**config.mk**
```make
export PLATFORM = sky130hd
export DESIGN_NAME = mult_flat
export DESIGN_NICKNAME = d
export VERILOG_FILES = /design/src/rtl/mult_if.sv /design/src/rtl/mult.sv /design/src/flat_wrapper.sv
export SDC_FILE = /design/constraint.sdc
export NUM_CORES = 1
export LEC_CHECK = 0
export BUFFER_PORTS_ARGS = -buffer_cell sky130_fd_sc_hd__clkbuf_2
export CORE_MARGIN = 2
export CORE_UTILIZATION = 60
export DETAILED_ROUTE_END_ITERATION = 12
export PLACE_DENSITY = 0.89
export SYNTH_ARGS = -nofsm -noshare
export SYNTH_HDL_FRONTEND = slang
export SYNTH_SLANG_ARGS = --single-unit
```
**constraint.sdc**
```tcl
create_clock -name clk -period 3.9 [get_ports clk]
set_input_delay 0.78 -clock clk [delete_from_list [all_inputs] [get_ports clk]]
set_output_delay 0.78 -clock clk [all_outputs]
set_load 0.02 [all_outputs]
```
**src/rtl/mult_if.sv**
```systemverilog
// Operand/result bundle for the Mandelbrot floating-point multiplier.
// The master drives operands and start; the slave (multiplier) returns the product and status.
interface mult_if #(
  parameter int W = 27
);
  logic [W-1:0] input_a;
  logic [W-1:0] input_b;
  logic         start;
  logic [W-1:0] output_q;
  logic         done;
  logic         busy;
  logic         overflow;
  logic         underflow;

  modport master (
    output input_a, input_b, start,
    input  output_q, done, busy, overflow, underflow
  );

  modport slave (
    input  input_a, input_b, start,
    output output_q, done, busy, overflow, underflow
  );
endinterface

```
**src/rtl/mult.sv**
```systemverilog
// Sequential shift-add multiplier for the 27-bit {S,E,M} Mandelbrot format.
// Optional MULT_ROUND_EN selects round-half-up instead of truncation.
//
// state | meaning
// IDLE  | waiting for start; result and flags held
// MULT  | one multiplier bit per cycle, LSB first, plus one settle cycle
// NORM  | normalise, sign, exception checks; register result and pulse done
module mult #(
  parameter int SIGN_WIDTH     = 1,
  parameter int EXPONENT_WIDTH = 8,
  parameter int MANTISSA_WIDTH = 18,
  parameter int SIZE           = 3
) (
  input  logic   clk,
  input  logic   rst_n,
  mult_if.slave  bus
);
  localparam int W    = SIGN_WIDTH + EXPONENT_WIDTH + MANTISSA_WIDTH;
  localparam int MW   = MANTISSA_WIDTH;
  localparam int EW   = EXPONENT_WIDTH;
  localparam int PW   = 2 * MANTISSA_WIDTH;
  localparam int EXW  = EXPONENT_WIDTH + 2;
  localparam int CW   = $clog2(MANTISSA_WIDTH + 1);
  localparam int BIAS = (1 << (EXPONENT_WIDTH - 1)) - 1;
  localparam int EMAX = (1 << EXPONENT_WIDTH) - 1;

  localparam logic [SIZE-1:0] S_IDLE = SIZE'(0);
  localparam logic [SIZE-1:0] S_MULT = SIZE'(1);
  localparam logic [SIZE-1:0] S_NORM = SIZE'(2);

  logic [SIZE-1:0] r_state, w_next;
  logic [CW-1:0]   r_cnt;
  logic            r_sign, r_zero;
  logic [EW-1:0]   r_ea, r_eb;
  logic [PW-1:0]   r_mcand, r_acc;
  logic [MW-1:0]   r_mplier;
  logic [W-1:0]    r_q;
  logic            r_done, r_ovf, r_unf;

  logic                  w_top;
  logic [MW-1:0]         w_m_trunc, w_m;
  logic signed [EXW-1:0] w_e_raw, w_e;
  logic                  w_ovf, w_unf;
  logic [W-1:0]          w_q;
  logic                  w_busy;
  logic                  w_unused_bits;

  always_ff @(posedge clk or negedge rst_n) begin
    if (!rst_n) r_state <= S_IDLE;
    else        r_state <= w_next;
  end

  always_comb begin
    w_next = r_state;
    case (r_state)
      S_IDLE:  if (bus.start) w_next = S_MULT;
      S_MULT:  if (r_cnt == CW'(MW)) w_next = S_NORM;
      S_NORM:  w_next = S_IDLE;
      default: w_next = S_IDLE;
    endcase
  end

  // Normalisation: a product of two normalised mantissas is in [0.25, 1).
  always_comb begin
    w_top     = r_acc[PW-1];
    w_m_trunc = w_top ? r_acc[PW-1:MW] : r_acc[PW-2:MW-1];
    w_e_raw   = $signed({2'b00, r_ea} + {2'b00, r_eb} - EXW'(w_top ? BIAS : BIAS + 1));
    w_m       = w_m_trunc;
    w_e       = w_e_raw;
`ifdef MULT_ROUND_EN
    begin
      logic [MW:0] w_m_rnd;
      w_m_rnd = {1'b0, w_m_trunc} + {{MW{1'b0}}, (w_top ? r_acc[MW-1] : r_acc[MW-2])};
      if (w_m_rnd[MW]) begin
        w_m = {1'b1, {(MW-1){1'b0}}};
        w_e = w_e_raw + EXW'(1);
      end else begin
        w_m = w_m_rnd[MW-1:0];
      end
    end
    w_unused_bits = ^r_acc[MW-3:0];
`else
    w_unused_bits = ^r_acc[MW-2:0];
`endif
    w_ovf = 1'b0;
    w_unf = 1'b0;
    w_q   = {r_sign, w_e[EW-1:0], w_m};
    if (r_zero) begin
      w_q = '0;
    end else if (w_e > $signed(EXW'(EMAX))) begin
      w_q   = {r_sign, {EW{1'b1}}, {MW{1'b1}}};
      w_ovf = 1'b1;
    end else if (w_e < $signed(EXW'(1))) begin
      w_q   = '0;
      w_unf = 1'b1;
    end
    w_busy = (r_state != S_IDLE) || r_done;
  end

  always_ff @(posedge clk or negedge rst_n) begin
    if (!rst_n) begin
      r_cnt    <= '0;
      r_sign   <= 1'b0;
      r_zero   <= 1'b0;
      r_ea     <= '0;
      r_eb     <= '0;
      r_mcand  <= '0;
      r_mplier <= '0;
      r_acc    <= '0;
      r_q      <= '0;
      r_done   <= 1'b0;
      r_ovf    <= 1'b0;
      r_unf    <= 1'b0;
    end else begin
      case (r_state)
        S_IDLE: begin
          r_done <= 1'b0;
          if (bus.start) begin
            r_sign   <= bus.input_a[W-1] ^ bus.input_b[W-1];
            r_zero   <= (bus.input_a[MW-1:0] == '0) || (bus.input_b[MW-1:0] == '0);
            r_ea     <= bus.input_a[W-2:MW];
            r_eb     <= bus.input_b[W-2:MW];
            r_mcand  <= {{MW{1'b0}}, bus.input_a[MW-1:0]};
            r_mplier <= bus.input_b[MW-1:0];
            r_acc    <= '0;
            r_cnt    <= '0;
            r_ovf    <= 1'b0;
            r_unf    <= 1'b0;
          end
        end
        S_MULT: begin
          if (r_cnt != CW'(MW)) begin
            if (r_mplier[0]) r_acc <= r_acc + r_mcand;
            r_mcand  <= r_mcand << 1;
            r_mplier <= r_mplier >> 1;
            r_cnt    <= r_cnt + CW'(1);
          end
        end
        S_NORM: begin
          r_q    <= w_q;
          r_ovf  <= w_ovf;
          r_unf  <= w_unf;
          r_done <= 1'b1;
        end
        default: r_done <= 1'b0;
      endcase
    end
  end

  assign bus.output_q  = r_q;
  assign bus.done      = r_done;
  assign bus.busy      = w_busy;
  assign bus.overflow  = r_ovf;
  assign bus.underflow = r_unf;
endmodule

```
**src/flat_wrapper.sv**
```systemverilog
// flat-port wrapper written by rule: the top's interface ports become plain ports
module mult_flat 
#(
  parameter int SIGN_WIDTH     = 1,
  parameter int EXPONENT_WIDTH = 8,
  parameter int MANTISSA_WIDTH = 18,
  parameter int SIZE           = 3
)
  (clk, rst_n, bus_input_a, bus_input_b, bus_start, bus_output_q, bus_done, bus_busy, bus_overflow, bus_underflow);
  mult_if bus_i ();
  input  logic clk;
  input  logic rst_n;
  input wire logic [$bits(bus_i.input_a)-1:0] bus_input_a;
  input wire logic [$bits(bus_i.input_b)-1:0] bus_input_b;
  input wire logic [$bits(bus_i.start)-1:0] bus_start;
  output wire logic [$bits(bus_i.output_q)-1:0] bus_output_q;
  output wire logic [$bits(bus_i.done)-1:0] bus_done;
  output wire logic [$bits(bus_i.busy)-1:0] bus_busy;
  output wire logic [$bits(bus_i.overflow)-1:0] bus_overflow;
  output wire logic [$bits(bus_i.underflow)-1:0] bus_underflow;
  assign bus_i.input_a = bus_input_a;
  assign bus_i.input_b = bus_input_b;
  assign bus_i.start = bus_start;
  assign bus_output_q = bus_i.output_q;
  assign bus_done = bus_i.done;
  assign bus_busy = bus_i.busy;
  assign bus_overflow = bus_i.overflow;
  assign bus_underflow = bus_i.underflow;
  mult #(.SIGN_WIDTH(SIGN_WIDTH), .EXPONENT_WIDTH(EXPONENT_WIDTH), .MANTISSA_WIDTH(MANTISSA_WIDTH), .SIZE(SIZE)) u_core (.clk(clk), .rst_n(rst_n), .bus(bus_i));
endmodule
```
==> results.json, run 1 <==
{
  "nNetsFinal": 1097,
  "h-tree-depth": 4,
  "clk_latency_ns": 0.43,
  "slew_headroom_pct": 44.75,
  "power.density_nw_per_um2": 930.6,
  "setup_tns_ns": 0,
  "synthSimpleGateAreaFrac_pct": 16.59,
  "wirelength_mm": 19.44,
  "synth_area_leaders": "dfrtp_1 43%, ha_1 7.8%, nand2_1 6.7%, mux2i_1 4.2%, o21ai_0 4.0%",
  "drc": 0,
  "synth_compound_area_share_pct": 18.44,
  "grt_pass1_wl_mm": 32.69,
  "ir_worst_vdd_mv": 0.5027,
  "hold_viol_final": 0,
  "syn_nets": 1023,
  "synth_xor_area_share_pct": 4.104,
  "final_util_pct": 70.29,
  "grt_antenna_before_repair": 0,
  "synth.distinct_cells": 69,
  "period_minus_slack_ns": 3.746,
  "yosys.area.top_type": "dfrtp_1",
  "drive_gt1_share_pct": 17.47,
  "synth_cells": 910,
  "seqPwrFrac_pct": 28.2,
  "rows": 43,
  "gp_congestion": 0.9193,
  "synthFlopType": "dfrtp_1",
  "r2r_end": "u_core.bus.output_q[3]",
  "dpl.hpwl_mm": 13.42,
  "pwr-share-comb_pct": 54.1,
  "io_buffers": 87,
  "r2r_slack_ns": 0.15,
  "rr_startpoint": "u_core.r_eb[0]",
  "worstMarginPinSlew_ns": 0.8259,
  "ys_warn_count": 0,
  "p_switching_mw": 3.958,
  "cts_root_buffer": "clkbuf_16",
  "yosys-top-cells-count": "152 x nand2_1, 145 x dfrtp_1, 68 x o21ai_0",
  "clock_sinks": 145,
  "clkTransAtPathRegs_ns": 0.06,
  "maxCapViolations": 0,
  "max_freq_mhz": 267.0,
  "async_flop_share_pct": 100.0,
  "clkPwrFrac_pct": 17.7,
  "synth-seq-cells": 145,
  "antenna_cells": 0,
  "start_util_pct": 61.50,
  "dp.cells": 1141,
  "antenna_left": 0,
  "cts_tree": "yes",
  "die_h_um": 123.3,
  "synthesis.area_um2": 8537,
  "cts_max_path_buffers": 2,
  "pin_count": 88,
  "finalSetupViolCount": 0,
  "holdWs_ns": 0.4054,
  "synth_edf_count": 0,
  "synth_adder_area_share_pct": 8.471,
  "track_usage_pct": 27.16,
  "slew_viol_final": 0,
  "hp-class": "input port to asynchronous set/reset pin",
  "status": "finished, final reports clean",
  "avgViaCountPerCell": 6.014,
  "critPathRequiredTime_ns": 4.26,
  "critical_path_arrival_ns": 4.11,
  "rr_worst_depth": 17,
  "muxShareOfSynthArea_pct": 6.463,
  "layout.cells.non_filler": 1176,
  "syn2layout_area_growth_pct": 14.29,
  "drtIter0Drc": 439,
  "syn_area_per_cell_um2": 9.381,
  "switching_share_pct": 43.59,
  "yosysSeqAreaShare_pct": 42.50,
  "cts_buffers": 17,
  "die_area_um2": 15200,
  "internal_power_mw": 5.122,
  "worstSetupEndpointType": "flop",
  "p_leak_nw": 4.953,
  "synth_top_family_by_area": "compound AO/OA/AOI/OAI gates",
  "synth_top_area_share_pct": 42.50,
  "critPathLaunchType": "flop",
  "die_width_um": 123.3,
  "yosysMostFrequentCell": "nand2_1",
  "path_class": "flop to flop",
  "path_max_fanout": 11,
  "vias": 7073,
  "grt_max_degree": 89,
  "wl_per_cell_um": 16.53,
  "coreArea_um2": 13880,
  "first_global_vias": 6805,
  "firstDrtPassIters": 5,
  "fin_skew_ns": 0.006867,
  "period_share_pct": 96.04,
  "overflow": 0
}
==> stage by stage <==
step,power (mW),worst slack (ns),area (um2)
after floorplan,6.277,0.4618,8537
after global placement,7.120,0.1424,9133
after detailed placement,7.369,-0.1187,9133
after CTS,9.037,0.06676,9718
after global routing,9.828,-0.009546,9757
final,9.080,0.1543,9757
==> layer usage <==
layer | wire [um] | vias to the layer above | GRT usage (%)
met5 | 0 | - | 0
met4 | 380 | 0 | 10.01
met3 | 885 | 35 | 5.351
met2 | 9264 | 210 | 42.10
met1 | 8912 | 3401 | 37.96
li1 | - | 3427 | -
==> flip-flops by register name, indices dropped and copies added (netlist names) <==
signal	cells
u_core.r_acc	36
u_core.r_mcand	36
u_core.bus.output_q	27
u_core.r_mplier	18
u_core.r_ea	8
u_core.r_eb	8
u_core.r_cnt	5
u_core.r_state	2
u_core.bus.done	1
u_core.bus.overflow	1
u_core.bus.underflow	1
u_core.r_sign	1
u_core.r_zero	1
==> cell type report <==
cell class	count	area, um2
Clock buffer	21	470.5
Clock inverter	10	110.1
Fill cell	996	4124
Inverter	27	101.3
Multi-Input combinational cell	693	4657
Sequential cell	145	3628
Tap cell	180	225.2
Timing Repair Buffer	100	564.3
==> logic make-up after synthesis <==
| group | after synthesis |
|---|---|
| adders and majority gates | 56 |
| DFF | 145 |
| buffers and inverters | 73 |
| muxes | 53 |
| AOI/OAI and AO/OA | 235 |
| and+or+nand+nor | 308 |
| xor gates and xnor gates | 40 |
==> critical path, cell delays in order (launching register included) <==
cell and delay [ns]:
dfrtp_1 0.38, ha_1 0.20, inv_1 0.06, fa_1 0.40
nor2b_1 0.13, o21ai_1 0.08, a21boi_1 0.19, o21ai_1 0.09
nor2b_1 0.15, xnor2_1 0.13, ha_1 0.34, o21a_1 0.13
nor2_1 0.05, a211oi_1 0.24, o31ai_1 0.14, or2_4 0.31
nor2_2 0.42, a221o_1 0.24
==> power groups by stage <==
stage | clock network (mW) | registers (mW) | logic, mW
3_3_place_gp | 0 | 2.54 | 4.58
5_1_grt | 1.69 | 2.63 | 5.50
3_5_place_dp | 0 | 2.57 | 4.80
6_report | 1.60 | 2.56 | 4.91
2_1_floorplan | 0 | 2.52 | 3.76
4_1_cts | 1.62 | 2.56 | 4.86
==> worst max path at each step <==
| stage | start | to | slack, ns | cells after the start |
|---|---|---|---|---|
| floorplan | u_core.r_eb[0] | u_core.bus.output_q[18] | 0.46 | 20 |
| global placement | u_core.r_eb[0] | u_core.bus.output_q[0] | 0.14 | 17 |
| detailed placement | u_core.r_eb[0] | u_core.bus.output_q[0] | -0.12 | 17 |
| CTS | u_core.r_eb[0] | u_core.bus.output_q[22] | 0.07 | 17 |
| global route | u_core.r_eb[0] | u_core.bus.output_q[0] | -0.01 | 18 |
| finish | u_core.r_eb[0] | u_core.bus.output_q[3] | 0.15 | 17 |
==> cells in the final DEF, fill, tap and decap left out, drive strengths merged, types with 27 or more instances in the layout <==
master	count
clkbuf	107
inv	27
nand2	152
dfrtp	145
ha	53
nand3	57
mux2i	36
o21ai	95
nor2	34
a21oi	45
==> repair_timing <==
action	in CTS	in global routing
cloned	0	1
buffers inserted	0	3
hold buffers	0	0
pin swaps	0	5
setup endpoints to repair	22	23
resized for setup	1	2
Note: power is estimated with default switching activity, not from simulation.
==> run 2, diff against run 1 <==
--- a/config.mk
+++ b/config.mk
@@ -6,10 +6,13 @@
 export NUM_CORES = 1
 export LEC_CHECK = 0
 export BUFFER_PORTS_ARGS = -buffer_cell sky130_fd_sc_hd__clkbuf_2
+export CORE_ASPECT_RATIO = 1.25
 export CORE_MARGIN = 2
-export CORE_UTILIZATION = 60
+export CORE_UTILIZATION = 62
+export CTS_BUF_LIST = sky130_fd_sc_hd__clkbuf_4
 export DETAILED_ROUTE_END_ITERATION = 12
-export PLACE_DENSITY = 0.89
+export PLACE_DENSITY = 0.91
+export RECOVER_POWER = 50
 export SYNTH_ARGS = -nofsm -noshare
 export SYNTH_HDL_FRONTEND = slang
 export SYNTH_SLANG_ARGS = --single-unit
==> run 2 against run 1 <==
The flow now finishes with violations (max-capacitance violations, max-slew violations). Clock power fell by 26%. Count of clock-buffer cells in the layout decreased by 2. Worst setup slack better by 0.035 ns. Sequential share of layout area rose by 1.1 points. Final cell count shrank 1.0%. Critical path depth is 2 lower. Wire length is 3.2% lower. Utilization increased by 0.64 points. Critical endpoint is now u_core.bus.output_q[22].
==> results.json, run 2 (synthesis results as in run 1) <==
{
  "status": "finished, violations left",
  "violations": "max-capacitance violations, max-slew violations",
  "drc": 0,
  "power.density_nw_per_um2": 912.3,
  "wl_per_cell_um": 16.17,
  "p_leak_nw": 4.820,
  "track_usage_pct": 26.69,
  "critical_path_arrival_ns": 4.17,
  "pin_count": 88,
  "mostFrequentLayoutCell": "nand2_1",
  "crit_chain": "ha_1 -> a21o_1 -> a21oi_1 -> o21ai_0 -> a21oi_1 -> o21bai_1 -> a21oi_1 -> xnor2_1 -> ha_1 -> o41ai_2 -> xor2_2 -> nor4_4 -> nor2_2 -> buf_4 -> a221o_1",
  "grt_antenna_before_repair": 1,
  "slew_viol_final": 114,
  "clkTransAtPathRegs_ns": 0.12,
  "start_util_pct": 63.95,
  "maxCapViolations": 2,
  "ir_worst_vdd_mv": 0.4376,
  "cts_tree": "yes",
  "layout_common_cells": "150 x nand2_1, 145 x dfrtp_1, 88 x clkbuf_2",
  "overflow": 0,
  "vias": 7103,
  "crit_path_max_incr_delay_ns": 0.46,
  "firstDrtPassIters": 5,
  "h-tree-depth": 4,
  "cts_root_buffer": "clkbuf_4",
  "path_class": "flop to flop",
  "dp.cells": 1131,
  "crit_top_cell": "a21oi_1",
  "io_buffers": 87,
  "die_h_um": 135.2,
  "grt_max_degree": 88,
  "grt_pass1_wl_mm": 31.26,
  "hold_viol_final": 0,
  "syn2layout_area_growth_pct": 10.92,
  "rows": 47,
  "cts_buffers": 17,
  "slowest_stage": "o41ai_2",
  "antenna_left": 0,
  "hold_buffers": 0,
  "path_max_fanout": 22,
  "critPathLaunchType": "flop",
  "fin_skew_ns": 0.01532,
  "avgViaCountPerCell": 6.102,
  "dpl.hpwl_mm": 13.41,
  "critPathRequiredTime_ns": 4.36,
  "setup_tns_ns": 0,
  "finalSetupViolCount": 0,
  "nNetsFinal": 1093,
  "slew_headroom_pct": -39.75,
  "wirelength_mm": 18.82,
  "layout.cells.non_filler": 1164,
  "max_freq_mhz": 269.5,
  "period_share_pct": 95.16,
  "first_global_vias": 6957,
  "clock_sinks": 145,
  "worstMarginPinSlew_ns": 2.096,
  "gp_congestion": 0.9265,
  "die_area_um2": 14730,
  "drive_gt1_share_pct": 17.14,
  "clk_latency_ns": 0.57,
  "period_minus_slack_ns": 3.711,
  "coreArea_um2": 13350,
  "worstSetupEndpointType": "flop",
  "hp-class": "input port to flop",
  "drtIter0Drc": 389,
  "die_width_um": 109.0,
  "cts_max_path_buffers": 2,
  "holdWs_ns": 0.3961
}
-- run 2: cell count changes in the layout (fill, tap and decap cells not counted), moves of 2 or more --
cell | previous run | this run
and2_0 | 0 | 2
and2_1 | 3 | 1
buf_4 | 11 | 7
bufinv_16 | 2 | 6
clkbuf_16 | 17 | 0
clkbuf_2 | 86 | 88
clkbuf_4 | 0 | 19
clkbuf_8 | 3 | 0
clkinv_4 | 2 | 0
-- run 2: per-stage QoR --
step                power (mW)  setup slack [ns]  instance area [um2]  utilization (%)
finish                   8.639            0.1888                 9469            70.93
global route             9.308          -0.01415                 9469            70.93
CTS                      8.581           0.02257                 9469            70.93
detailed placement       7.347            0.1497                 9114            68.27
global placement         7.108            0.3144                 9114            68.27
floorplan                6.277            0.4618                 8537                -
-- run 2: layout make-up --
type	instances	area (um2)
diodes	1	2.502
clock buffers	19	142.6
repair buffers	97	524.3
inverters	27	101.3
fillers	970	3880
well taps	171	214.0
flip-flops and latches	145	3628
clock inverters	12	212.7
multi-input cells	692	4643
-- run 2: what timing repair did --
action,in CTS,in global routing
buffers inserted,0,1
gates resized for setup,0,4
setup endpoints to repair,0,24
-- run 2: power breakdown --
part | internal (mW) | switching (mW)
Sequential | 2.09 | 0.459
Clock | 0.644 | 0.541
Combinational | 2.02 | 2.88
-- run 2: layer usage --
metal / part of all wire (%) / up-vias / global-route usage, %
li1: - / 3411 / -
met1: 42 / 3438 / 33.32
met2: 51 / 209 / 45.27
met3: 4.5 / 45 / 4.762
met4: 2.5 / 0 / 11.32
met5: 0 / - / 0
-- run 2: worst paths after layout --
path	startpoint	end	slack, ns	cells past startpoint
worst max-delay path	u_core.r_eb[1]	u_core.bus.output_q[22]	0.19	15
worst min register to register	u_core.bus.output_q[24]	u_core.bus.output_q[24]	0.50	2
worst max register to register	u_core.r_eb[1]	u_core.bus.output_q[22]	0.19	15
max in group asynchronous	rst_n	u_core.bus.output_q[21]	0.75	2
worst min-delay path	bus_input_a[20]	u_core.r_ea[2]	0.40	3
min in group asynchronous	rst_n	u_core.r_acc[13]	0.82	1
-- run 2: worst max-delay path: cells and delay by family, from the launching register on --
family	cells	cell delay, ns
AO/OA/AOI/OAI	8	1.90
adder cells (fa/ha/maj)	2	0.55
flip-flops	1	0.41
XOR/XNOR	2	0.28
AND/OR/NAND/NOR	2	0.25
buffers and inverters	1	0.20
==> run 3, diff against run 2 <==
--- a/config.mk
+++ b/config.mk
@@ -5,13 +5,14 @@
 export SDC_FILE = /design/constraint.sdc
 export NUM_CORES = 1
 export LEC_CHECK = 0
+export ABC_AREA = 1
 export BUFFER_PORTS_ARGS = -buffer_cell sky130_fd_sc_hd__clkbuf_2
 export CORE_ASPECT_RATIO = 1.25
 export CORE_MARGIN = 2
-export CORE_UTILIZATION = 62
+export CORE_UTILIZATION = 56
 export CTS_BUF_LIST = sky130_fd_sc_hd__clkbuf_4
 export DETAILED_ROUTE_END_ITERATION = 12
-export PLACE_DENSITY = 0.91
+export PLACE_DENSITY = 0.87
 export RECOVER_POWER = 50
 export SYNTH_ARGS = -nofsm -noshare
 export SYNTH_HDL_FRONTEND = slang
==> constraint.sdc (replaced) <==
create_clock -name clk -period 3.2 [get_ports clk]
set_input_delay 0.64 -clock clk [delete_from_list [all_inputs] [get_ports clk]]
set_output_delay 0.64 -clock clk [all_outputs]
set_load 0.02 [all_outputs]
==> run 3 against run 2 <==
The flow finishes with violations (design-rule violations, negative setup slack). Die area increased by 23%. Sequential power rose by 25%. Sequential cell count unchanged. Design area grew 14%. Area after synthesis grew 11%. Clock skew increased by 0.0071 ns. Utilization is 6.4 points lower. Via count increased by 33%. Synthesized cell count rose by 50%.
==> results.json, run 3 <==
{
  "status": "finished, violations left",
  "violations": "design-rule violations, negative setup slack",
  "syn_nets": 1475,
  "start_util_pct": 56.95,
  "cts_buffers": 17,
  "internal_power_mw": 6.215,
  "pwr-share-comb_pct": 67.1,
  "muxShareOfSynthArea_pct": 0,
  "syn2layout_area_growth_pct": 13.24,
  "h-tree-depth": 4,
  "p_leak_nw": 5.966,
  "synth_area_leaders": "dfrtp_1 38%, nand2_1 20%, ha_1 7.0%, inv_1 6.2%, a21oi_1 4.2%",
  "synth_xor_area_share_pct": 1.104,
  "slowest_stage": "dfrtp_1",
  "path_buf_inv": 4,
  "dp.cells": 1640,
  "dpl.hpwl_mm": 17.85,
  "coreArea_um2": 16710,
  "synth.distinct_cells": 38,
  "power.density_nw_per_um2": 1239,
  "synthesis.area_um2": 9517,
  "holdWs_ns": 0.2581,
  "avgViaCountPerCell": 5.589,
  "max_freq_mhz": 299.6,
  "clk_latency_ns": 0.58,
  "slew_headroom_pct": 14.97,
  "synth_adder_area_share_pct": 7.599,
  "die_width_um": 120.6,
  "io_buffers": 87,
  "seqPwrFrac_pct": 24.0,
  "yosys-top-cells-count": "499 x nand2_1, 156 x inv_1, 145 x dfrtp_1",
  "grt_max_degree": 77,
  "clkTransAtPathRegs_ns": 0.14,
  "synthSimpleGateAreaFrac_pct": 31.63,
  "syn_area_per_cell_um2": 6.987,
  "yosysSeqAreaShare_pct": 38.13,
  "finalSetupViolCount": 21,
  "yosysMostFrequentCell": "nand2_1",
  "drtIter0Drc": 494,
  "first_global_vias": 8795,
  "cts_root_buffer": "clkbuf_4",
  "placed_area_um2": 10160,
  "synth_cells": 1362,
  "die_area_um2": 18060,
  "hold_viol_final": 0,
  "grt_pass1_wl_mm": 39.51,
  "cts_tree": "yes",
  "synth_top_family_by_area": "simple AND/OR/NAND/NOR gates",
  "die_h_um": 149.8,
  "path_class": "flop to flop",
  "wl_per_cell_um": 14.81,
  "worstSetupEndpointType": "flop",
  "setup_tns_ns": -1.777,
  "mostFrequentLayoutCell": "nand2_1",
  "fin_skew_ns": 0.02242,
  "rows": 53,
  "gp_congestion": 1.031,
  "ir_worst_vdd_mv": 0.7867,
  "synth_compound_area_share_pct": 13.00,
  "worstMarginPinSlew_ns": 1.275,
  "rsz0062_at_grt": "true",
  "wirelength_mm": 25.07,
  "critPathLaunchType": "flop",
  "overflow": 0,
  "synth_edf_count": 0,
  "hp-class": "input port to flop",
  "track_usage_pct": 27.10,
  "async_flop_share_pct": 100.0,
  "p_switching_mw": 7.133,
  "antenna_left": 0,
  "ys_warn_count": 0,
  "switching_share_pct": 53.44,
  "clock_sinks": 145,
  "synth-seq-cells": 145,
  "vias": 9463,
  "nNetsFinal": 1571,
  "critical_path_arrival_ns": 3.85,
  "grt_antenna_before_repair": 1,
  "pin_count": 88,
  "cts_max_path_buffers": 2,
  "layout_common_cells": "497 x nand2_1, 155 x inv_1, 145 x dfrtp_1",
  "fin_ws_ns": -0.1383,
  "period_minus_slack_ns": 3.338,
  "maxCapViolations": 0,
  "clkPwrFrac_pct": 8.9,
  "crit_path_max_incr_delay_ns": 0.40,
  "drc": 2,
  "crit_top_cell": "nand2_2",
  "period_share_pct": 104.3,
  "firstDrtPassIters": 9,
  "synthFlopType": "dfrtp_1",
  "critPathRequiredTime_ns": 3.72,
  "layout.cells.non_filler": 1693,
  "path_max_fanout": 6,
  "postLayoutCellArea_um2": 10780,
  "yosys.area.top_type": "dfrtp_1",
  "drive_gt1_share_pct": 13.12,
  "slew_viol_final": 0,
  "r2r_slack_ns": -0.14,
  "synth_top_area_share_pct": 38.13,
  "crit_chain": "ha_2 -> inv_2 -> fa_2 -> nand3b_1 -> nand2_2 -> a31oi_4 -> xnor2_2 -> ha_4 -> buf_6 -> nand3_4 -> nand2_2 -> a21oi_2 -> nand2_1 -> nand2_2 -> clkinvlp_4 -> nor2_4 -> buf_12 -> a21oi_1 -> nand2_1",
  "path_delay_family": "simple AND/OR/NAND/NOR gates"
}
## run 3: changes by cell type in the layout (fill, tap and decap cells not counted), moves of 26 or more
cell     before  now
o21ai_1      27    1
nand2_1     150  497
inv_1        26  155
mux2i_1      36    0
a21oi_1      43   74
nor2_1       31   83
## run 3: logic make-up after synthesis
family          after synthesis
simple gates                726
fa+ha+maj                    56
compound gates              219
xor+xnor                     12
buf+inv                     204
flops                       145
## run 3: layout make-up
class,count,area (um2)
antenna,2,5.005
clock buffer,18,135.1
clock inverter,14,148.9
fill,1459,5934
inverter,162,616.8
multi-input combinational,1015,5209
sequential,145,3628
tap,220,275.3
timing repair buffer,117,758.2
## run 3: routing by layer
layer / global-route usage (%) / vias up / part of all wire (%)
met1: 32.97 / 4425 / 40
met4: 11.69 / 0 / 4.2
met3: 4.383 / 88 / 5.0
li1: - / 4607 / -
met5: 0 / - / 0
met2: 47.40 / 343 / 51
## run 3: stage by stage
step / setup slack (ns) / util, % / total power, mW
6_report: -0.1383 / 64.49 / 13.35
3_5_place_dp: 0.02086 / 60.83 / 11.10
4_1_cts: 0.02505 / 62.60 / 12.30
2_1_floorplan: 0.3838 / - / 9.204
5_1_grt: -0.2412 / 64.49 / 14.65
3_3_place_gp: 0.1675 / 60.83 / 10.82
## run 3: power by group through the flow
stage	Clock (mW)	Sequential, mW	Combinational, mW
after global routing	1.29	3.26	10.1
after floorplan	0	3.13	6.07
after CTS	1.18	3.17	7.94
after detailed placement	0	3.21	7.90
final	1.19	3.20	8.96
after global placement	0	3.16	7.65
## run 3: path summary, 6_finish.rpt
path	from	endpoint	cells past startpoint
setup / recovery	u_core.r_ea[0]	u_core.bus.output_q[7]	19
hold / removal	bus_input_a[21]	u_core.r_ea[3]	3
setup reg to reg	u_core.r_ea[0]	u_core.bus.output_q[7]	19
hold reg to reg	u_core.bus.output_q[26]	u_core.bus.output_q[26]	2
max in group asynchronous	rst_n	u_core.r_mcand[4]	3
min in group asynchronous	rst_n	u_core.bus.output_q[25]	2
## run 3: worst register-to-register path: stages, from the launching register on
cell,delay [ns]
dfrtp_1,0.40
ha_2,0.20
inv_2,0.04
fa_2,0.38
nand3b_1,0.18
nand2_2,0.12
a31oi_4,0.11
xnor2_2,0.25
ha_4,0.26
buf_6,0.12
nand3_4,0.07
nand2_2,0.05
a21oi_2,0.12
nand2_1,0.11
nand2_2,0.15
clkinvlp_4,0.21
nor2_4,0.23
buf_12,0.15
a21oi_1,0.06
nand2_1,0.10
## run 3: timing repair
action | in CTS | in global routing
hold buffers | 1 | 0
endpoints found under the hold margin | 17 | 0
resized for setup | 1 | 28
pin swaps | 0 | 15
endpoints found under the setup margin | 2 | 25
gates cloned | 0 | 5
setup buffers | 0 | 13
